## config.mk

```make
export PLATFORM = sky130hd
export DESIGN_NAME = ser_frame_tx_flat
export DESIGN_NICKNAME = d
export VERILOG_FILES = /design/src/rtl/ser_frame_pkg.sv /design/src/rtl/ser_frame_tx_if.sv /design/src/rtl/ser_frame_tx_piso_shift.sv /design/src/rtl/ser_frame_tx.sv /design/src/flat_wrapper.sv
export SDC_FILE = /design/constraint.sdc
export NUM_CORES = 1
export LEC_CHECK = 0
export ABC_AREA = 1
export CAP_MARGIN = 20
export CORE_ASPECT_RATIO = 1.25
export CORE_UTILIZATION = 30
export CTS_CLUSTER_DIAMETER = 60
export CTS_CLUSTER_SIZE = 10
export DETAILED_ROUTE_END_ITERATION = 6
export MAX_ROUTING_LAYER = met4
export PLACE_DENSITY_LB_ADDON = 0.15
export SYNTH_ARGS = -nofsm -noshare
export SYNTH_HDL_FRONTEND = slang
export SYNTH_HIERARCHICAL = 1
export SYNTH_SLANG_ARGS = --single-unit
export TNS_END_PERCENT = 100
```

## constraint.sdc

```tcl
create_clock -name clk -period 1.5 [get_ports clk]
set_input_delay 0.375 -clock clk [delete_from_list [all_inputs] [get_ports clk]]
set_output_delay 0.375 -clock clk [all_outputs]
set_load 0.005 [all_outputs]
```

## src/rtl/ser_frame_pkg.sv

```systemverilog
// Shared frame-format definitions for the serial transmitter and receiver.
// Both ends import this package so the line levels and frame layout have one home.
package ser_frame_pkg;

   typedef enum logic [2:0] {
      IDLE  = 3'd0,
      START = 3'd1,
      ADDR  = 3'd2,
      DATA  = 3'd3,
      STOP  = 3'd4,
      GAP   = 3'd5
   } state_t;

   localparam logic START_BIT = 1'b0;
   localparam logic STOP_BIT  = 1'b1;
   localparam logic IDLE_LVL  = 1'b1;

   // Cycles on the line for one frame: start + address + data + stop.
   function automatic int frame_len(input int addrW, input int dataW);
      return 1 + addrW + dataW + 1;
   endfunction

   // Largest of three field lengths; sizes the shared down-counter.
   function automatic int max3(input int a, input int b, input int c);
      int m;
      m = (a > b) ? a : b;
      return (m > c) ? m : c;
   endfunction

endpackage

```

## src/rtl/ser_frame_tx_if.sv

```systemverilog
// Word-input handshake between a data source and the serial frame transmitter.
interface ser_frame_tx_if #(
   parameter int ADDR_W = 2,
   parameter int DATA_W = 4
);

   logic              inValid;
   logic              inReady;
   logic [ADDR_W-1:0] inAddr;
   logic [DATA_W-1:0] inData;

   modport master (
      output inValid,
      output inAddr,
      output inData,
      input  inReady
   );

   modport slave (
      input  inValid,
      input  inAddr,
      input  inData,
      output inReady
   );

endinterface

```

## src/rtl/ser_frame_tx_piso_shift.sv

```systemverilog
// Parallel-load, MSB-first shift register feeding the serial line.
module piso_shift #(
   parameter int W = 6
) (
   input  logic         clk,
   input  logic         rst_n,
   input  logic         load,
   input  logic         shift,
   input  logic [W-1:0] din,
   output logic         msb
);

   logic [W-1:0] shReg;

   // Load wins over shift so a new word is never corrupted by a stray shift.
   always_ff @(posedge clk or negedge rst_n) begin
      if (!rst_n) begin
         shReg <= '0;
      end else if (load) begin
         shReg <= din;
      end else if (shift) begin
         shReg <= {shReg[W-2:0], 1'b0};
      end
   end

   assign msb = shReg[W-1];

endmodule

```

## src/rtl/ser_frame_tx.sv

```systemverilog
// Serial frame transmitter: captures one (address, data) word per handshake and
// sends start, address MSB-first, data MSB-first, stop, then an idle gap.
module ser_frame_tx
   import ser_frame_pkg::*;
#(
   parameter int ADDR_W = 2,
   parameter int DATA_W = 4,
   parameter int GAP    = 1
) (
   input  logic               clk,
   input  logic               rst_n,
   ser_frame_tx_if.slave      bus,
   output logic               serOut,
   output logic               busy
);

   localparam int CNT_W = $clog2(max3(ADDR_W, DATA_W, GAP) + 1);
   localparam logic [CNT_W-1:0] ADDR_LAST = CNT_W'(ADDR_W - 1);
   localparam logic [CNT_W-1:0] DATA_LAST = CNT_W'(DATA_W - 1);
   localparam logic [CNT_W-1:0] GAP_LAST  = CNT_W'((GAP > 0) ? GAP - 1 : 0);

   state_t           state;
   logic [CNT_W-1:0] cnt;
   logic             load;
   logic             shift;
   logic             nextBit;

   assign bus.inReady = (state == IDLE);
   assign busy        = (state != IDLE);
   assign load        = bus.inValid && bus.inReady;
   assign shift       = (state == START) || (state == ADDR) || (state == DATA);

   piso_shift #(
      .W (ADDR_W + DATA_W)
   ) uShift (
      .clk   (clk),
      .rst_n (rst_n),
      .load  (load),
      .shift (shift),
      .din   ({bus.inAddr, bus.inData}),
      .msb   (nextBit)
   );

   // Frame sequencer: serOut is registered, so each state's line level is
   // scheduled on the edge that enters it and the counter reloads on entry.
   always_ff @(posedge clk or negedge rst_n) begin
      if (!rst_n) begin
         state  <= IDLE;
         cnt    <= '0;
         serOut <= IDLE_LVL;
      end else begin
         case (state)
            IDLE: begin
               serOut <= IDLE_LVL;
               cnt    <= '0;
               if (bus.inValid) begin
                  state  <= START;
                  serOut <= START_BIT;
               end
            end
            START: begin
               state  <= ADDR;
               serOut <= nextBit;
               cnt    <= ADDR_LAST;
            end
            ADDR: begin
               serOut <= nextBit;
               if (cnt == '0) begin
                  state <= DATA;
                  cnt   <= DATA_LAST;
               end else begin
                  cnt <= cnt - CNT_W'(1);
               end
            end
            DATA: begin
               if (cnt == '0) begin
                  state  <= STOP;
                  serOut <= STOP_BIT;
                  cnt    <= '0;
               end else begin
                  serOut <= nextBit;
                  cnt    <= cnt - CNT_W'(1);
               end
            end
            STOP: begin
               serOut <= IDLE_LVL;
               if (GAP > 0) begin
                  state <= ser_frame_pkg::GAP;
                  cnt   <= GAP_LAST;
               end else begin
                  state <= IDLE;
                  cnt   <= '0;
               end
            end
            ser_frame_pkg::GAP: begin
               serOut <= IDLE_LVL;
               if (cnt == '0) begin
                  state <= IDLE;
               end else begin
                  cnt <= cnt - CNT_W'(1);
               end
            end
            default: begin
               state  <= IDLE;
               cnt    <= '0;
               serOut <= IDLE_LVL;
            end
         endcase
      end
   end

endmodule

```

## src/flat_wrapper.sv

```systemverilog
// flat-port wrapper written by rule: the top's interface ports become plain ports
module ser_frame_tx_flat import ser_frame_pkg::*;
#(
   parameter int ADDR_W = 2,
   parameter int DATA_W = 4,
   parameter int GAP    = 1
)
  (clk, rst_n, serOut, busy, bus_inValid, bus_inAddr, bus_inData, bus_inReady);
  ser_frame_tx_if #(.ADDR_W(ADDR_W), .DATA_W(DATA_W)) bus_i ();
  input  logic clk;
  input  logic rst_n;
  output logic serOut;
  output logic busy;
  input wire logic [$bits(bus_i.inValid)-1:0] bus_inValid;
  input wire logic [$bits(bus_i.inAddr)-1:0] bus_inAddr;
  input wire logic [$bits(bus_i.inData)-1:0] bus_inData;
  output wire logic [$bits(bus_i.inReady)-1:0] bus_inReady;
  assign bus_i.inValid = bus_inValid;
  assign bus_i.inAddr = bus_inAddr;
  assign bus_i.inData = bus_inData;
  assign bus_inReady = bus_i.inReady;
  ser_frame_tx #(.ADDR_W(ADDR_W), .DATA_W(DATA_W), .GAP(GAP)) u_core (.clk(clk), .rst_n(rst_n), .bus(bus_i), .serOut(serOut), .busy(busy));
endmodule
```

Yosys cells after proc, flatten, opt, wreduce, memory -nomap -nowiden. Index checks and enable logic that the tools add are counted. W data, S select, Z words.

Multiplexer cells: 14. Add/subtract/negate cells: 1. Reduce and logical (&&, ||, !) cells: 9. Eq/ne operators: 10.

Operator list (number): $mux W3 (7); $pmux W3 S6 (1); $mux W6 (2); $pmux W3 S4 (1); $ne A2 B2 Y1 const B (4); $eq A3 B2 Y1 const B (2); $eq A3 B3 Y1 const B (2); $logic_not A3 Y1 (2); $reduce_and A4 Y1 (1); $eq A3 B1 Y1 const B (1); $pmux W1 S3 (1); $reduce_bool A3 Y1 (1); $sub A3 B1 Y3 const B (1); $logic_or A1 B1 Y1 (2); $mux W1 (2); $ne A2 B1 Y1 const B (1); $reduce_bool A2 Y1 (1); $reduce_or A2 Y1 (1); $logic_and A1 B1 Y1 (1).

Register bits: 13. Logic and storage cells: 38.

Depth between registers and ports, before layout.
Depth after elaboration: 5. Mapped depth: 9. Gate-level depth less buffers: 9.

Hierarchy. The synthesis kept the hierarchy.

Modules (own cells, without submodules): ser_frame_tx (cells each 69, area each 478.0 um2, times used 1); piso_shift (cells each 32, area each 264.0 um2, times used 1).

Least setup slack after synthesis. OpenSTA, ideal clock, no wires.

Kind: reg-to-reg. Start: register u_core.state[0]. End: register u_core.uShift.shReg[1]. Path buffers: 1. Data required time: 1376 ps. Period minus slack after synthesis: 1304 ps. Slack: 196 ps. Cell stages (with the launch flop): 8. Data arrival time: 1179 ps. Library setup time: 124 ps. Cell sequence: dfrtp_1 nor2_1 nand2_2 nor2_1 buf_2 nor2_2 nand2_1 nand3_1.

Elaborated cells between the ends (all ways): 9. Classes of those cells: 3 x eq/ne; 1 x mux; 5 x reduce/logical.

RTL lines: start, declared (RTL line ser_frame_tx.sv:22) `state_t state;`; start signal, assigned (RTL line ser_frame_tx.sv:88) `state <= ser_frame_pkg::GAP;`; $logic_not A3 Y1 * (RTL line ser_frame_tx.sv:28) `assign bus.inReady = (state == IDLE);`; $logic_and A1 B1 Y1 * (RTL line ser_frame_tx.sv:30) `assign load = bus.inValid && bus.inReady;`; via u_core.load (RTL line ser_frame_tx.sv:24) `logic load;`; $mux W6 or $reduce_bool A2 Y1 (tied branches); end signal, assigned (RTL line ser_frame_tx_piso_shift.sv:20) `shReg <= din;`; end signal, assigned (RTL line ser_frame_tx_piso_shift.sv:22) `shReg <= {shReg[W-2:0], 1'b0};`; end, declared (RTL line ser_frame_tx_piso_shift.sv:13) `logic [W-1:0] shReg;`.

The timed path passes the listed nets; every way through them passes the cells marked *. A chain may end at the register's enable or synchronous reset.

Worst setup path after layout.
Start: register u_core.state[1]. End: output port bus_inReady.

Word-level cells in the longest chain between the ends: 1.

Ends and longest elaborated chain: $logic_not A3 Y1 (RTL line ser_frame_tx.sv:28); end, declared (RTL line flat_wrapper.sv:17) `output wire logic [$bits(bus_i.inReady)-1:0] bus_inReady;`.

No other way between the ends.

==> key figures <==
Run status
  – Status: finished, final reports clean

CTS
  – Worst skew pair latency: 0.27 ns
  – H-tree level count: 1
  – CTS tree: done
  – Max Buffers Root-to-Sink: 2
  – TritonCTS Buffers: 3
  – Clock sinks: 13
  – Root Driver: clkbuf_4
  – Reg clk slew, reported paths: 0.08 ns

Global routing
  – Total track usage: 0.150
  – Largest net degree at the start of global routing: 14
  – Initial antenna violation count: 0
  – Grt total ovfl: 0
  – Number of global-route vias before repair: just over 700
  – First-pass GRT wire length: 2.84 mm

Finish
  – Antenna fix cells: 0
  – Area of the multi-input gates: 363 um^2
  – Post-Layout Cell Count: 160
  – Synth-to-layout area growth: 36.3%
  – Reg area: ~330 um^2
  – Utilization after layout: 0.448
  – Fillers: between 200 and 300
  – Final Cell Area: between 0.001 and 0.0015 mm^2
  – Net count, final: roughly 140
  – Commonest non-fill, non-tap cell in the layout: nand2_1
  – Commonest cells after routing, fill and taps aside: nand2_1, buf_4, nand3_1
  – Share of cells above drive strength 1: 0.248

Placement
  – Dpl hpwl: between 1 and 1.5 mm
  – DP Worst Slack: -0.0343 ns
  – Port buffer count: 11
  – Gpl congestion: approximately 0.80
  – Area after DPL: 968 um^2
  – Placed cells: 153

Yosys
  – Mux share of post-synthesis cell area: 0
  – Post-synthesis instance total: around 100
  – Synthesized flop and latch total: 13
  – Library cells used by synthesis: 19
  – Simple-Gate Fraction of Synth Area: 0.351
  – Sequential cell area fraction in the yosys report: 0.440
  – Ys Warns: 6
  – Synth Area in Adders: 0.0337
  – Syn_nets: approximately 110
  – Synth Area in Compound Gates: 0.0860
  – Post-Synth XOR/XNOR Area: 0.0118
  – Mapped Avg Cell Area: around 7.3 um^2
  – Main combinational cell family by area after synthesis: simple AND/OR/NAND/NOR gates
  – Mapped Area: 742 um^2

Route
  – DRC: 0
  – Via count: between 700 and 800
  – WL final: approximately 1.6 mm
  – WL/cell: just under 10 um
  – Drt first-iter violations: 30
  – Vias/cell: roughly 4.6
  – First-pass DRT Iterations: 4
  – Final ANT Viol Nets: 0

Floorplanning
  – Row count: 19
  – Top Ports: 12
  – Die extent in y: 57.6 um
  – Die Area: 0.00268 mm^2
  – Die Span X: ~46 um
  – Initial Utilization: 0.329
  – Core Box Area: ~0.0023 mm^2

Setup path
  – Startpoint types: flop
  – Critical Path AT: roughly 1.1 ns
  – Crit end category: output pin
  – CP max FO: 3
  – RR Startpoint: u_core/state[1]
  – WS Path Type: reg2out
  – Crit. Startpoint: u_core/state[1]
  – CP required: 1.12 ns

Power
  – Pwr dens: 2020 mW/mm^2
  – VDD IR max: around 930 uV
  – Leak Pwr: roughly 0.53 nW
  – Overall Power: 2.04 mW

STA
  – Clock Skew: around 0.0014 ns
  – Slew @ Worst Pin: roughly 0.29 ns
  – Tmin final: roughly 1.4 ns
  – Max Clk Rate: 696 MHz
  – Setup tns final: 0 ns
  – Headroom to the max-slew limit: 0.804
  – Endpoints failing setup: 0
  – RSZ-0062 raised after global routing: true
  – Max-slew violations: 0
  – Worst hold margin: around 0.4 ns
  – Hold Vio Cnt, Final: 0
  – Fin worst setup slack: 0.0631 ns
  – Final Cycle Share: 0.958

Job
  – Max-cap violations: 0

Hold path
  – Hold/Removal Path Class: in2async
==> worst max-delay path: stages, from the launching register on <==
cell and delay (ns):
dfrtp_1 0.40, nor2_2 0.15, nand2_2 0.09, inv_2 0.06, clkbuf_2 0.10
==> timing repair <==
action	CTS	global route
setup endpoints to repair	3	5
setup buffers	2	1
resized for setup	6	3
pin swaps	2	2
hold buffers	0	0
==> metal layers <==
| layer | track usage | part of all wire | vias to the layer above |
|---|---|---|---|
| met4 | 0.0630 | 0.0089 | 0 |
| met5 | - | 0 | - |
| li1 | - | - | 376 |
| met2 | 0.248 | 0.52 | 10 |
| met3 | 0.0190 | 0.021 | 2 |
| met1 | 0.174 | 0.45 | 343 |
==> synth_stat cells, drive strengths merged <==
cell,n,area [um^2]
nand2,32,125
nand3,15,85.1
inv,14,52.6
dfrtp,12,300
nor2,12,50.1
o21ai,5,25.0
a21oi,4,23.8
ha,2,25.0
a211oi,1,7.51
buf,1,5.00
dfstp,1,26.3
o21bai,1,7.51
xnor2,1,8.76
==> power by group <==
part / internal [mW] / switching (mW) / total (mW)
sequential: 0.512 / 0.0833 / 0.595
combinational: 0.541 / 0.685 / 1.23
clock: 0.103 / 0.113 / 0.216
==> worst paths after layout <==
check	endpoint	slack [ns]	cells past startpoint
setup / recovery	bus_inReady	0.06	4
hold / removal	u_core/state[0]	0.40	2
setup reg to reg	u_core/uShift/shReg[2]	0.14	8
hold reg to reg	u_core/uShift/shReg[0]	0.49	2
max in group asynchronous	u_core/serOut	0.86	2
min in group clk	u_core/uShift/shReg[0]	0.49	2
==> cells by family after synthesis <==
group                      Yosys count
AOI/OAI and AO/OA                   11
DFF                                 13
adders and majority gates            2
and+or+nand+nor                     59
xor gates and xnor gates             1
buffers and inverters               15
==> sequential cells by signal, summed over array words and instances (netlist names) <==
signal and count:
u_core/serOut 1, u_core/cnt 3, u_core/uShift/shReg 6, u_core/state 3
==> final cells by class <==
| type | count | area share |
|---|---|---|
| clock buffers | 4 | 0.0260 |
| repair buffers | 25 | 0.202 |
| multi-input cells | 73 | 0.359 |
| inverters | 14 | 0.0520 |
| well taps | 31 | 0.0384 |
| flip-flops and latches | 13 | 0.323 |
(Power assumes the default switching activity.)
